==> src/rtl/param_counter_top.sv <==
// rtl/param_counter_top.sv - prescaled modulo up/down counter with load and terminal-count pulse
// Optional COUNTER_SAT_EN: counter saturates at its limits instead of wrapping.
module param_counter_top #(
    parameter int WIDTH     = 4,
    parameter int MODULO    = 16,
    parameter int DIV_RATIO = 4
) (
    input  logic             clk,
    input  logic             rs,
    input  logic             en,
    input  logic             up,
    input  logic             load,
    input  logic [WIDTH-1:0] d,
    output logic [WIDTH-1:0] q,
    output logic             tc,
    output logic             tick_o
);

    localparam int               PW       = (DIV_RATIO > 2) ? $clog2(DIV_RATIO) : 1;
    localparam logic [PW-1:0]    PRE_LAST = PW'(DIV_RATIO - 1);
    localparam logic [WIDTH-1:0] Q_MAX    = WIDTH'(MODULO - 1);

    logic [PW-1:0]    r_presc;
    logic             r_tick;
    logic [WIDTH-1:0] r_q;
    logic             r_tc;

    logic             w_presc_last;
    logic             w_load_ok;
    logic             w_at_max;
    logic             w_at_zero;
    logic [WIDTH-1:0] w_q_next;
    logic             w_tc_next;

    assign w_presc_last = (r_presc == PRE_LAST);
    // Compare in 32 bits so MODULO == 2**WIDTH never overflows the load check.
    assign w_load_ok    = (32'(d) < 32'(MODULO));
    assign w_at_max     = (r_q == Q_MAX);
    assign w_at_zero    = (r_q == '0);

    always_comb begin
        w_q_next  = r_q;
        w_tc_next = 1'b0;
        if (load) begin
            w_q_next = w_load_ok ? d : Q_MAX;
        end else if (r_tick && en) begin
            if (up) begin
                if (w_at_max) begin
`ifdef COUNTER_SAT_EN
                    w_q_next  = r_q;
`else
                    w_q_next  = '0;
`endif
                    w_tc_next = 1'b1;
                end else begin
                    w_q_next = r_q + WIDTH'(1);
                end
            end else begin
                if (w_at_zero) begin
`ifdef COUNTER_SAT_EN
                    w_q_next  = r_q;
`else
                    w_q_next  = Q_MAX;
`endif
                    w_tc_next = 1'b1;
                end else begin
                    w_q_next = r_q - WIDTH'(1);
                end
            end
        end
    end

    always_ff @(posedge clk) begin
        if (rs) begin
            r_presc <= '0;
            r_tick  <= 1'b0;
            r_q     <= '0;
            r_tc    <= 1'b0;
        end else begin
            r_presc <= w_presc_last ? '0 : r_presc + PW'(1);
            r_tick  <= w_presc_last;
            r_q     <= w_q_next;
            r_tc    <= w_tc_next;
        end
    end

    assign q      = r_q;
    assign tc     = r_tc;
    assign tick_o = r_tick;

endmodule
==> config.mk <==
export PLATFORM = sky130hd
export DESIGN_NAME = param_counter_top
export DESIGN_NICKNAME = d
export VERILOG_FILES = /design/src/rtl/param_counter_top.sv
export SDC_FILE = /design/constraint.sdc
export NUM_CORES = 1
export LEC_CHECK = 0
export CAP_MARGIN = 20
export CORE_AREA = 2 2 39 41
export CTS_BUF_LIST = sky130_fd_sc_hd__clkbuf_2 sky130_fd_sc_hd__clkbuf_4 sky130_fd_sc_hd__clkbuf_8
export DETAILED_ROUTE_END_ITERATION = 6
export DIE_AREA = 0 0 41 43
export GPL_ROUTABILITY_DRIVEN = 0
export PLACE_DENSITY = 0.72
export SYNTH_ARGS = -nofsm -noshare
export SYNTH_HDL_FRONTEND = slang
export SYNTH_SLANG_ARGS = --single-unit
export TNS_END_PERCENT = 50
==> constraint.sdc <==
create_clock -name clk -period 2.7 [get_ports clk]
set_input_delay 0.54 -clock clk [delete_from_list [all_inputs] [get_ports clk]]
set_output_delay 0.54 -clock clk [all_outputs]
set_load 0.05 [all_outputs]
==> key figures <==
Logic synthesis
  – Mux share of post-synthesis cell area: 0.0451
  – Most common cell in the netlist: dfxtp_1
  – Synth cell count leaders: dfxtp_1, a21oi_1, nor2_1
  – Synth Instances: 51
  – Post-synthesis simple-gate area fraction: 0.186
  – Share of Yosys cell area claimed by the top area cell type: 0.361
  – Adder-cell area share of the yosys netlist: 0.0845
  – Ranking of synthesized cells by area: dfxtp_1, ha_1, a21oi_1, mux2i_1, nor2_1
  – Post-synthesis async set-or-reset flop share: 0
  – Synthesis-stage register bit count: 8
  – Mapped Area: 444 µm²
  – Largest family of logic cells by synthesized area: compound AO/OA/AOI/OAI gates
  – Net Count, Synth: 63
  – Post-synthesis area per instance: 8.71 µm²
  – Number of flops mapped to enable cells by yosys: 0
  – XOR/XNOR share of the synthesized area: 0.0592
  – Seq/Total Area, Yosys: 0.361
  – Post-synthesis compound-gate area fraction: 0.203
  – Ys Warns: 0
  – Cell variety after synth: 23
  – Main synth FF type: dfxtp_1
  – Yosys top cell by area: dfxtp_1

CTS
  – CTS tree: built
  – TritonCTS buffer count: 3
  – # hold bufs at CTS: 0
  – CTS resizes: 0
  – Clock slew at reported path FFs: 0.06 ns
  – Root Buffer: clkbuf_4
  – Clock buffer depth: 2
  – Clock Sinks: 8
  – Clk_lat worst skew: 0.25 ns
  – Number of post-CTS setup repair buffers: 0
  – H-tree levels: 1

Floorplan
  – Die Area: 1760 µm²
  – Top Ports: 15
  – Num rows: 14
  – Core footprint: 1380 µm²
  – Die height: 43 µm
  – Initial Util: 0.321
  – Die Span X: 41 µm

STA
  – Final setup violating endpoints: 0
  – RSZ-0062 raised after global routing: false
  – Count of final hold-check violations: 0
  – Skew final: 0.00240 ns
  – WHS: 0.431 ns
  – Min Tclk post-route: 2.08 ns
  – Setup tns final: 0 ns
  – Max frequency: 480 MHz
  – Slew at the pin closest to its max-slew limit: 0.495 ns
  – Final period util: 0.772
  – Slew headroom: 0.669
  – Final WS setup: 0.616 ns
  – Fin. max-slew vios: 0

Setup path
  – CP Launch Type: flop
  – R2R Path Start: q[0]
  – CP cell instances: clkdlybuf4s50_1
  – CP required: 2.16 ns
  – Critical setup path kind: flop to output port
  – Reg-to-reg setup timing slack: 1.27 ns
  – WP buf/inv: 1
  – Crit-path leading delay family: buffers and inverters
  – R2r endpoint: q[3]
  – Max incr delay on CP: 0.85 ns
  – Worst Path Max Fanout: 8
  – Critical Path Stages: 1
  – R2R cell count: 6
  – Crit path DAT: 1.54 ns
  – Worst path slowest cell: clkdlybuf4s50_1
  – Endpoint class of the critical path: output port

Placement
  – Inst Count DP: 78
  – Dpl ws: 0.876 ns
  – DPL Wire Length: 688 µm
  – # port buffers: 14

Route
  – DRC: 0
  – Drt pass-1 iters: 2
  – Vias: 401
  – Wire length per cell: 10.7 µm
  – Vias/cell: 4.95
  – Antenna-violating nets left: 0
  – Number of DRC markers in iteration 0: 1
  – Drt total wl: 867 µm

Hold path
  – Hold worst-path end: r_presc[0]
  – Hold Crit Depth: 1
  – Hold Path Class: flop to flop
  – Min-delay src: r_presc[0]

Global routing
  – Vias in the first global route: 358
  – Total track usage: 0.128
  – First-pass GRT wire length: 1510 µm
  – Total grt overflow: 0
  – Initial antenna violation count: 0
  – Largest net degree at the start of global routing: 10

Power
  – P per Cell Area: 490 nW/µm²
  – Peak supply drop: 237 µV
  – Static leakage: 0.235 nW
  – Power Total: 0.301 mW

Layout
  – Layout Nets: 79
  – Antenna cell count: 0
  – Ratio of cells with drive above 1 in the final layout: 0.0615
  – Area growth, synth to finish: 38.3%
  – Filler cells: 139
  – Final std cells w/o fill: 81

Flow run
  – Number of max-cap violations: 0

Status
  – Status: finished clean
==> logic make-up after synthesis <==
family / after synthesis
AOI/OAI and AO/OA: 13
DFF: 8
muxes: 2
buffers and inverters: 7
xor gates and xnor gates: 3
adders and majority gates: 3
and+or+nand+nor: 15
==> cell usage in the layout (no fill, tap or decap) <==
| cell type | n |
|---|---|
| clkbuf_4 | 3 |
| xor2_1 | 1 |
| a21oi_1 | 5 |
| ha_1 | 3 |
| a41oi_1 | 1 |
| nor2b_1 | 2 |
| a211oi_1 | 1 |
| nand2_1 | 1 |
| o21a_1 | 2 |
| inv_1 | 4 |
| o31a_1 | 1 |
| clkdlybuf4s50_1 | 14 |
| nor3b_1 | 1 |
| nor2_1 | 5 |
| nor4b_1 | 2 |
| dfxtp_1 | 8 |
| a211oi_2 | 1 |
| nor4_1 | 2 |
| mux2i_1 | 2 |
| xnor2_1 | 2 |
| o21bai_1 | 1 |
| nor3_1 | 2 |
| o21ai_1 | 1 |
==> state kept, by name (all words and copies together), names as in the netlist <==
name,count
tick_o,1
r_presc,2
q,4
tc,1
==> layout make-up <==
type	count	area [µm²]	area share
clock buffer	3	22.5	0.0367
inverter	4	15.0	0.0244
multi-input combinational	36	256	0.418
sequential	8	160	0.261
tap	16	20.0	0.0326
timing repair buffer	14	140	0.228
==> layer usage <==
metal,up-vias,part of all wire,GRT usage
li1,211,-,-
met1,186,0.46,0.151
met2,4,0.51,0.194
met3,0,0.028,0.0471
met4,0,0,0.0600
met5,-,0,0
==> how the worst max path moves through the flow <==
| stage | from | to | slack, ns |
|---|---|---|---|
| 2_1_floorplan | q[0] | q[1] | 1.0 |
| 3_3_place_gp | q[3] | q[3] | 0.87 |
| 3_5_place_dp | up | q[2] | 0.88 |
| 4_1_cts | q[3] | q[3] | 0.61 |
| 5_1_grt | q[3] | q[3] | 0.55 |
| 6_report | q[3] | q[3] | 0.62 |
==> power by group <==
part	switching, mW	leakage, nW	total, mW	internal, mW
clock	0.0420	0.0138	0.0930	0.0510
sequential	0.00863	0.0660	0.135	0.127
combinational	0.0377	0.155	0.0727	0.0350
==> stage by stage <==
| step | util | area, µm² |
|---|---|---|
| floorplan | - | 444 |
| global placement | 0.428 | 592 |
| detailed placement | 0.428 | 592 |
| CTS | 0.444 | 614 |
| global route | 0.444 | 614 |
| finish | 0.444 | 614 |
Power figures use the tool's default switching activity.
